==> src/rtl/bus_arbiter.sv <==
// bus_arbiter
//   Two-initiator bus arbiter with split-transaction support. One initiator
//   owns the bus at a time. A split owner is parked while the bus is lent to
//   the other initiator. When the target is ready it is re-granted ahead of
//   every new request.
//
//   Every output is a register. Grants follow the arbitration state one
//   cycle late, so a request sampled at edge N shows up as a grant after
//   edge N+1, and a release likewise drops the grant after edge N+1.
//
//   Build option: define BUS_ARB_ROUND_ROBIN_EN to alternate tie winners.
//   Without it, initiator 1 always wins a tie.
//
// Ports
//   clk           bus clock, rising edge
//   rst_n         asynchronous active-low reset
//   req1 / req2   level bus requests
//   split_start   split response for the current owner (1-cycle pulse)
//   split_resume  split target returning data (held for the whole return)
//   gnt1 / gnt2   grants
//   split_ack1/2  split acknowledge pulses
//   bus_sel       address/data mux select (0 = init 1, 1 = init 2), held when idle
//   bus_busy      a grant is active
//   split_pending a split owner is parked
//   split_err     a split_start was dropped
module bus_arbiter #(
  parameter logic [15:0] MAX_HOLD = 16'd0
) (
  input  logic clk,
  input  logic rst_n,
  input  logic req1,
  input  logic req2,
  input  logic split_start,
  input  logic split_resume,
  output logic gnt1,
  output logic gnt2,
  output logic split_ack1,
  output logic split_ack2,
  output logic bus_sel,
  output logic bus_busy,
  output logic split_pending,
  output logic split_err
);

  localparam logic [1:0] S_IDLE   = 2'd0;
  localparam logic [1:0] S_GNT1   = 2'd1;
  localparam logic [1:0] S_GNT2   = 2'd2;
  localparam logic [1:0] S_RESUME = 2'd3;

  // Initiators are encoded as 0 = initiator 1 and 1 = initiator 2 throughout.
  logic [1:0]  r_state;
  logic        r_owner;
  logic        r_last;
  logic        r_pend;
  logic [15:0] r_hold;
  logic        r_ack1_p;
  logic        r_ack2_p;

  logic r_gnt1, r_gnt2, r_ack1, r_ack2, r_sel, r_busy, r_pend_o, r_err;

  logic [1:0]  w_state_next;
  logic        w_owner_next;
  logic        w_last_next;
  logic        w_pend_next;
  logic [15:0] w_hold_next;
  logic        w_ack1;
  logic        w_ack2;
  logic        w_err;
  logic        w_elig1;
  logic        w_elig2;
  logic        w_pick2;
  logic        w_hold_limit;
  logic [15:0] w_hold_inc;

  // The parked split owner may not win ordinary arbitration.
  assign w_elig1 = req1 && !(r_pend && !r_owner);
  assign w_elig2 = req2 && !(r_pend &&  r_owner);

`ifdef BUS_ARB_ROUND_ROBIN_EN
  assign w_pick2 = !r_last;
`else
  assign w_pick2 = 1'b0;
`endif

  assign w_hold_limit = (MAX_HOLD != 16'd0) && (r_hold == MAX_HOLD - 16'd1);
  assign w_hold_inc   = (r_hold == 16'hFFFF) ? r_hold : r_hold + 16'd1;

  always_comb begin
    w_state_next = r_state;
    w_owner_next = r_owner;
    w_last_next  = r_last;
    w_pend_next  = r_pend;
    w_hold_next  = r_hold;
    w_ack1       = 1'b0;
    w_ack2       = 1'b0;
    w_err        = 1'b0;
    case (r_state)
      S_IDLE: begin
        w_err = split_start;
        if (r_pend && split_resume) begin
          w_state_next = S_RESUME;
          w_last_next  = r_owner;
        end else if ((w_elig1 && w_elig2 && w_pick2) || (w_elig2 && !w_elig1)) begin
          w_state_next = S_GNT2;
          w_last_next  = 1'b1;
          w_hold_next  = 16'd0;
        end else if (w_elig1) begin
          w_state_next = S_GNT1;
          w_last_next  = 1'b0;
          w_hold_next  = 16'd0;
        end
      end
      S_GNT1, S_GNT2: begin
        if (split_start && !r_pend) begin
          // Accepted split wins over a simultaneous request drop.
          w_ack1       = (r_state == S_GNT1);
          w_ack2       = (r_state == S_GNT2);
          w_pend_next  = 1'b1;
          w_owner_next = (r_state == S_GNT2);
          w_state_next = S_IDLE;
        end else begin
          w_err = split_start;
          if (!((r_state == S_GNT1) ? req1 : req2)) begin
            w_state_next = S_IDLE;
          end else if (w_hold_limit) begin
            w_state_next = S_IDLE;
          end else begin
            w_hold_next = w_hold_inc;
          end
        end
      end
      default: begin
        w_err = split_start;
        if (!split_resume) begin
          w_pend_next  = 1'b0;
          w_state_next = S_IDLE;
        end
      end
    endcase
  end

  always_ff @(posedge clk or negedge rst_n) begin
    if (!rst_n) begin
      r_state  <= S_IDLE;
      r_owner  <= 1'b0;
      r_last   <= 1'b1;
      r_pend   <= 1'b0;
      r_hold   <= 16'd0;
      r_ack1_p <= 1'b0;
      r_ack2_p <= 1'b0;
      r_gnt1   <= 1'b0;
      r_gnt2   <= 1'b0;
      r_ack1   <= 1'b0;
      r_ack2   <= 1'b0;
      r_sel    <= 1'b0;
      r_busy   <= 1'b0;
      r_pend_o <= 1'b0;
      r_err    <= 1'b0;
    end else begin
      r_state  <= w_state_next;
      r_owner  <= w_owner_next;
      r_last   <= w_last_next;
      r_pend   <= w_pend_next;
      r_hold   <= w_hold_next;
      r_ack1_p <= w_ack1;
      r_ack2_p <= w_ack2;
      // Output stage: decoded from the current state, so acks, grants and
      // the pending flag all move together one cycle after the decision.
      r_gnt1   <= (r_state == S_GNT1) || ((r_state == S_RESUME) && !r_owner);
      r_gnt2   <= (r_state == S_GNT2) || ((r_state == S_RESUME) &&  r_owner);
      r_busy   <= (r_state != S_IDLE);
      r_ack1   <= r_ack1_p;
      r_ack2   <= r_ack2_p;
      r_pend_o <= r_pend;
      r_err    <= w_err;
      case (r_state)
        S_GNT1:   r_sel <= 1'b0;
        S_GNT2:   r_sel <= 1'b1;
        S_RESUME: r_sel <= r_owner;
        default:  r_sel <= r_sel;
      endcase
    end
  end

  assign gnt1          = r_gnt1;
  assign gnt2          = r_gnt2;
  assign split_ack1    = r_ack1;
  assign split_ack2    = r_ack2;
  assign bus_sel       = r_sel;
  assign bus_busy      = r_busy;
  assign split_pending = r_pend_o;
  assign split_err     = r_err;

endmodule
==> config.mk <==
export PLATFORM = sky130hd
export DESIGN_NAME = bus_arbiter
export DESIGN_NICKNAME = d
export VERILOG_FILES = /design/src/rtl/bus_arbiter.sv
export SDC_FILE = /design/constraint.sdc
export NUM_CORES = 1
export LEC_CHECK = 0
export CAP_MARGIN = 20
export CORE_MARGIN = 5
export CORE_UTILIZATION = 45
export DETAILED_ROUTE_END_ITERATION = 10
export PLACE_DENSITY = 0.72
export REMOVE_ABC_BUFFERS = 1
export SYNTH_ARGS = -nofsm -noshare
export SYNTH_HDL_FRONTEND = slang
export SYNTH_SLANG_ARGS = --single-unit
==> constraint.sdc <==
create_clock -name clk -period 1.8 [get_ports clk]
set_input_delay 0.18 -clock clk [delete_from_list [all_inputs] [get_ports clk]]
set_output_delay 0.18 -clock clk [all_outputs]
set_load 0.02 [all_outputs]
==> results of run 1 <==
routing by layer:
metal | wire [µm] | part of all wire (%)
met5 | 0 | 0
met4 | 31 | 2.7
met3 | 82 | 7.0
met2 | 555 | 48
met1 | 499 | 43
worst max-delay path, stage by stage (launching register included):
cell     delay (ns)
dfrtp_1        0.39
inv_1          0.09
ha_1           0.33
inv_1          0.10
nor2_1         0.07
and3_1         0.23
a21o_1         0.16
area by class of cell:
class	count	area, µm²	share of cell area (%)
well taps	15	18.8	2.29
flip-flops and latches	14	350	42.7
multi-input cells	33	265	32.4
inverters	5	18.8	2.29
repair buffers	13	130	15.9
clock buffers	4	36.3	4.43
per-stage QoR:
step           cell area (µm²)  std cells  hold slack (ns)
4_1_cts                    820         84            0.291
3_5_place_dp               783         80            0.335
6_report                   820         84            0.264
5_1_grt                    820         84            0.324
2_1_floorplan              634         52           -0.116
3_3_place_gp               783         80            0.331
report_power, final:
part	switching (mW)	internal [mW]
clock	0.107	0.123
combinational	0.320	0.287
sequential	0.0847	0.422
placed cells by master (no fill, tap or decap):
| cell | instances |
|---|---|
| a21o_1 | 3 |
| o2bb2ai_1 | 2 |
| nor4b_4 | 1 |
| clkdlybuf4s50_1 | 13 |
| ha_1 | 5 |
| a31oi_1 | 1 |
| mux2_2 | 1 |
| a21oi_1 | 3 |
| nand3_1 | 1 |
| a21o_2 | 1 |
| o21ai_0 | 2 |
| inv_1 | 5 |
| nand2_1 | 3 |
| o2111ai_1 | 1 |
| and3_1 | 2 |
| nor2b_1 | 1 |
| nor2_1 | 1 |
| nand2b_1 | 2 |
| clkbuf_8 | 1 |
| nor3b_1 | 1 |
| dfrtp_1 | 14 |
| clkbuf_4 | 3 |
| a21boi_0 | 1 |
| o211ai_2 | 1 |
worst max path at each step:
stage                     startpoint    endpoint  slack [ns]  depth (start not counted)
after floorplan           r_state[0]  r_state[0]        0.46                          6
after global placement    r_state[0]  r_state[0]        0.34                          6
after detailed placement  r_state[1]  r_state[0]        0.34                          6
after CTS                 r_state[0]     r_owner        0.32                          6
after global routing      r_state[0]  r_state[0]        0.21                          6
final                     r_state[0]     r_owner        0.32                          6
logic make-up after synthesis:
family,Yosys count,share of synthesized area (%)
flops,14,54.3
compound gates,15,16.9
simple gates,12,12.8
fa+ha+maj,5,9.69
mux,1,1.74
buf+inv,6,4.65
==> flow_summary.ini, run 1 <==
[synth]
synth_top_area_share_pct = 54.3
async_flop_share_pct = 100
ys.flop_type = dfrtp_1
syn_inst = 53
synth_edf_count = 0
synth_area_um2 = 646
yosys_warnings = 0
ys_top_cells_by_count = dfrtp_1, ha_1, inv_1
synth_most_common_cell = dfrtp_1
seq_area_frac_synth_pct = 54.3
syn_area_per_cell_um2 = 12.2
synth_cell_type_count = 22
synth.area.top_cells = dfrtp_1, ha_1, nor4b_4, a21o_1, inv_1
synth.largest_area_cell = dfrtp_1
ys_seq_elements = 14

[worst_setup_path]
worstPathRequired_ns = 1.98
end_kind = flop
criticalPathCategory = reg2reg
timing.rr.start = r_state[0]
crit_fanout = 4
reg2reg_depth = 6
r2r_slack_ns = 0.32
reg2reg_to = r_owner
crit_arrival_ns = 1.66
startpoint_type = flop

[route]
num_vias = 449
ant_nets = 0
post_drt_wl_per_cell_um = 13.9
dr.pass1.iters = 2
drt_iter0_drc = 6
drc_errors = 0
vias_per_cell = 5.35
routed_wl_um = 1170

[place]
place_congestion = 0.804
dp_hpwl_um = 878
place_ws_ns = 0.336
io_buffers = 13

[global_routing]
grt_util_all_layers_pct = 12.8
grt_antenna_before_repair = 0
grt_max_degree = 15
grt_pass1_wl_um = 1940
grt_overflow = 0
grtUsageMet2_pct = 20.3
grtUsageMet1_pct = 14.2
grt_pass1_vias = 456
grt_busiest_layer = met2
met3_usage_pct = 3.76

[clock_network]
htreeDepth = 1
root_buffer = clkbuf_4
cts_tree = done
insertion_delay_ns = 0.29
cts_hold_buffers = 0
cts_buffers = 3
post_cts.repair.setup_buffers = 0
clockBufferDepth = 2
numClockSinks = 14
path_clk_slew_ns = 0.09
cts_resized = 0

[power]
irDropWorstVdd_mv = 0.785
leakagePower_nw = 0.399
design_power_total_mw = 1.34
p_per_area_mw_per_mm2 = 1640

[finish]
drive_gt1_share_pct = 11.6
largest_register = r_state
largest_register_ffs = 2
nFillCells = 117
final_util_pct = 61.4
antenna_cells = 0
syn2layout_area_growth_pct = 26.9
layout.nets = 81

[outcome]
outcome = completed

[timing]
clock.fmax_mhz = 674
fin_setup_tns_ns = 0
finalCritPeriodShare_pct = 82.5
hold_viol = 0
drv_slew = 0
relSlewSlack_pct = 59.7
rsz0062_at_grt = no
post-route-min-period_ns = 1.48
setup_ws_ns = 0.316
setup_viol_count_final = 0
worstMarginPinSlew_ns = 0.602
fin_skew_ns = 0.00463

[die]
die_h_um = 47.9
die_w_um = 47.9
rows = 13
initial_core_util_pct = 48.4
core-area_mm2 = 0.00133
io_pins = 14
die-area_mm2 = 0.00229

[run]
drv_cap = 0

[worst_hold_path]
hp-class = in2async
Note: power is estimated with default switching activity, not from simulation.
==> run 2: changes to the inputs <==
--- a/config.mk
+++ b/config.mk
@@ -7,9 +7,9 @@
 export LEC_CHECK = 0
 export CAP_MARGIN = 20
 export CORE_MARGIN = 5
-export CORE_UTILIZATION = 45
+export CORE_UTILIZATION = 42
 export DETAILED_ROUTE_END_ITERATION = 10
-export PLACE_DENSITY = 0.72
+export PLACE_DENSITY = 0.71
 export REMOVE_ABC_BUFFERS = 1
 export SYNTH_ARGS = -nofsm -noshare
 export SYNTH_HDL_FRONTEND = slang
==> constraint.sdc (replaced) <==
create_clock -name clk -period 1.3 [get_ports clk]
set_input_delay 0.13 -clock clk [delete_from_list [all_inputs] [get_ports clk]]
set_output_delay 0.13 -clock clk [all_outputs]
set_load 0.02 [all_outputs]
==> flow_summary.ini, run 2 (synthesis results as in run 1) <==
[outcome]
outcome = complete, but fails checks
violations = setup timing

[worst_setup_path]
crit_slowest_cell = dfrtp_1
end_kind = flop
cpPeakStageDelay_ns = 0.42
startpoint_type = flop
worstPathRequired_ns = 1.48
path_buf_inv = 2
cp_top_family = flip-flops
cp-startpoint = r_state[0]
crit_fanout = 3
timing.rr.start = r_state[0]
criticalPathCategory = reg2reg
path_cells = buf_6 -> buf_4 -> ha_4 -> a21o_1 -> mux2_4
crit_arrival_ns = 1.57

[timing]
whs_ns = 0.150
clock.fmax_mhz = 719
hold_viol = 0
fin_skew_ns = 0.00514
rsz0062_at_grt = yes
drv_slew = 0
relSlewSlack_pct = 82.8
worstMarginPinSlew_ns = 0.256
setup_ws_ns = -0.0912
post-route-min-period_ns = 1.39
setup_viol_count_final = 6
finalCritPeriodShare_pct = 107

[clock_network]
htreeDepth = 1
root_buffer = clkbuf_4
cts_tree = done
cts_hold_buffers = 0
insertion_delay_ns = 0.28
cts_buffers = 3
path_clk_slew_ns = 0.09
clockBufferDepth = 2
numClockSinks = 14

[route]
ant_nets = 0
routed_wl_um = 1510
vias_per_cell = 5.22
post_drt_wl_per_cell_um = 15.3
dr.pass1.iters = 4
num_vias = 517
drc_errors = 0
drt_iter0_drc = 3

[finish]
final_common_cell = dfrtp_1
layout_common_cells = dfrtp_1, buf_4, dlygate4sd2_1, clkdlybuf4s50_1
final_util_pct = 66.7
syn2layout_area_growth_pct = 53.9
stdcell_count = 99
largest_register_ffs = 2
antenna_cells = 0
layout.nets = 95
largest_register = r_state
drive_gt1_share_pct = 39.8

[worst_hold_path]
hp-class = in2async

[place]
place_ws_ns = -0.146
io_buffers = 13
place_congestion = 0.783
dp.cells = 91
dp_hpwl_um = 999

[die]
io_pins = 14
core-area_mm2 = 0.00149
die-area_mm2 = 0.00242
rows = 14
initial_core_util_pct = 43.4
die_w_um = 49.2
die_h_um = 49.2

[global_routing]
grt_pass1_wl_um = 2210
grt_max_degree = 15
grt_pass1_vias = 533
grt_antenna_before_repair = 0
grt_overflow = 0
grt_util_all_layers_pct = 11.8

[power]
p_per_area_mw_per_mm2 = 2380
irDropWorstVdd_mv = 1.18
leakagePower_nw = 0.498

[run]
drv_cap = 0
## run 2: report_power, final
part	switching (mW)	total (mW)	leakage, nW	internal, mW
Sequential	0.0844	0.668	0.179	0.584
Combinational	0.681	1.38	0.298	0.698
Clock	0.142	0.312	0.0210	0.171
Total	0.907	2.36	0.498	1.45
## run 2: stage by stage
step / area, µm² / TNS, ns / power, mW
2_1_floorplan: 634 / -0.109 / 1.23
3_3_place_gp: 860 / -0.334 / 1.70
3_5_place_dp: 860 / -0.517 / 1.73
4_1_cts: 927 / -0.224 / 2.12
5_1_grt: 993 / -0.786 / 2.54
6_report: 993 / -0.348 / 2.36
## run 2: path summary, 6_finish.rpt
| check | to | slack (ns) | cells after the start |
|---|---|---|---|
| max in group asynchronous | bus_busy | 0.98 | 2 |
| min in group clk | split_ack1 | 0.36 | 0 |
| setup reg to reg | bus_sel | -0.09 | 5 |
| hold reg to reg | split_ack1 | 0.36 | 0 |
| setup / recovery | bus_sel | -0.09 | 5 |
| hold / removal | gnt2 | 0.15 | 2 |
## run 2: layout make-up
cell class / instances / area [µm²]
fillers: 106 / 495
clock buffers: 4 / 36.3
multi-input cells: 33 / 337
inverters: 5 / 21.3
repair buffers: 27 / 229
flip-flops and latches: 14 / 350
well taps: 16 / 20.0
## run 2: worst reg2reg max path, delay by kind of cell (launching register included)
kind,cells,cell delay [ns]
flops,1,0.42
buf+inv,2,0.26
mux,1,0.26
compound gates,1,0.19
fa+ha+maj,1,0.15
## run 2: what timing repair did
item                                    CTS  global route
pin swaps                                 5             4
endpoints found under the setup margin   15             6
resized for setup                        16             9
buffers inserted                          1             3
## run 2: routing by layer
layer | wire [µm] | vias to the layer above | GRT usage (%) | share of wire, %
met4 | 6 | 0 | 2.69 | 0.40
met3 | 99 | 2 | 5.20 | 6.5
li1 | - | 244 | - | -
met2 | 860 | 14 | 21.0 | 57
met1 | 546 | 257 | 12.5 | 36
met5 | 0 | - | 0 | 0
==> run 3: changes to the inputs <==
--- a/config.mk
+++ b/config.mk
@@ -7,9 +7,9 @@
 export LEC_CHECK = 0
 export CAP_MARGIN = 20
 export CORE_MARGIN = 5
-export CORE_UTILIZATION = 42
+export CORE_UTILIZATION = 40
 export DETAILED_ROUTE_END_ITERATION = 10
-export PLACE_DENSITY = 0.71
+export PLACE_DENSITY = 0.68
 export REMOVE_ABC_BUFFERS = 1
 export SYNTH_ARGS = -nofsm -noshare
 export SYNTH_HDL_FRONTEND = slang
==> flow_summary.ini, run 3 (synthesis results as in run 1) <==
[outcome]
outcome = complete, but fails checks
violations = setup timing

[timing]
drv_slew = 0
worstMarginPinSlew_ns = 0.300
whs_ns = 0.158
finalCritPeriodShare_pct = 101
fin_setup_tns_ns = -0.0222
post-route-min-period_ns = 1.31
setup_viol_count_final = 3
clock.fmax_mhz = 762
setup_ws_ns = -0.0127
rsz0062_at_grt = yes
fin_skew_ns = 0.00692
relSlewSlack_pct = 80.0
hold_viol = 0

[place]
dp_hpwl_um = 1030
place_congestion = 0.822
placed_cell_area_um2 = 860
dp.cells = 91
io_buffers = 13

[finish]
antenna_cells = 0
layout.nets = 92
design_area_um2 = 985
largest_register = r_state
final_util_pct = 64.6
stdcell_count = 95
final_common_cell = dfrtp_1
largest_register_ffs = 2
drive_gt1_share_pct = 40.5
syn2layout_area_growth_pct = 52.5
layout_common_cells = dfrtp_1, buf_4, dlygate4sd2_1, clkdlybuf4s50_1

[die]
core-area_mm2 = 0.00152
die_h_um = 50.2
initial_core_util_pct = 42.4
io_pins = 14
die_w_um = 50.2
die-area_mm2 = 0.00252
rows = 14

[global_routing]
grt_antenna_before_repair = 0
grt_util_all_layers_pct = 14.3
grt_max_degree = 15
grt_overflow = 0
grt_pass1_wl_um = 2640
grt_pass1_vias = 579

[worst_setup_path]
reg2reg_to = r_state[1]
startpoint_type = flop
r2r_slack_ns = -0.01
crit_arrival_ns = 1.48
worstPathRequired_ns = 1.47
criticalPathCategory = reg2reg
crit_fanout = 3
timing.rr.start = r_state[0]
reg2reg_depth = 5
end_kind = flop

[clock_network]
clockBufferDepth = 2
htreeDepth = 1
cts_hold_buffers = 0
insertion_delay_ns = 0.28
numClockSinks = 14
path_clk_slew_ns = 0.08
root_buffer = clkbuf_4
cts_tree = done
cts_buffers = 3

[power]
swShare_pct = 40.4
p_seq_share_pct = 30.1
pwr-share-comb_pct = 59.4
clkPwrFrac_pct = 10.5
internal_power_mw = 1.36
power_switching_uw = 922
p_per_area_mw_per_mm2 = 2320
irDropWorstVdd_mv = 1.15
leakagePower_nw = 0.468

[route]
ant_nets = 0
drc_errors = 0
vias_per_cell = 5.20
drt_iter0_drc = 2
num_vias = 494
routed_wl_um = 1510
post_drt_wl_per_cell_um = 15.9
dr.pass1.iters = 4

[worst_hold_path]
hp-class = in2async

[run]
drv_cap = 0
==> run 3: critical path, cell delays in order (launching register included) <==
cell and delay (ns):
dfrtp_1 0.40, buf_4 0.16, ha_4 0.17, o2111ai_4 0.21, o211ai_2 0.13, o2bb2ai_1 0.14
==> run 3: worst max path at each step <==
stage / startpoint / to / slack [ns] / cells past startpoint
after floorplan: r_state[0] / r_state[0] / -0.04 / 6
after global placement: r_state[0] / r_state[1] / -0.09 / 5
after detailed placement: r_state[0] / r_state[1] / -0.09 / 6
after CTS: r_state[1] / r_state[1] / -0.02 / 6
after global routing: r_state[1] / r_state[0] / -0.08 / 6
final: r_state[0] / r_state[1] / -0.01 / 5
==> run 3: power groups by stage <==
stage	combinational (mW)	clock, mW	sequential, mW
floorplan	0.431	0	0.799
global placement	1.01	0	0.673
detailed placement	1.04	0	0.677
CTS	1.28	0.246	0.676
global route	1.46	0.273	0.715
finish	1.36	0.239	0.686
==> run 3: cell type report <==
type / count / area [µm²]
Tap cell: 16 / 20.0
Multi-Input combinational cell: 33 / 358
Sequential cell: 14 / 350
Inverter: 5 / 23.8
Timing Repair Buffer: 24 / 210
Fill cell: 120 / 539
Clock buffer: 3 / 22.5
==> run 3: routing by layer <==
metal / wire [µm] / vias up / global-route usage, %
met1: 586 / 232 / 15.8
met3: 82 / 8 / 4.14
met4: 80 / 0 / 13.1
met2: 759 / 17 / 21.8
li1: - / 237 / -
met5: 0 / - / 0
==> run 3: through the flow <==
step,power (mW),setup slack [ns]
floorplan,1.23,-0.0389
global placement,1.68,-0.0868
detailed placement,1.72,-0.0936
CTS,2.20,-0.0204
global route,2.45,-0.0813
finish,2.28,-0.0127
==> run 3: what timing repair did <==
action	4_1_cts	5_1_grt
setup endpoints to repair	13	5
gates resized for setup	27	4
buffers inserted	1	0
pin swaps	7	2
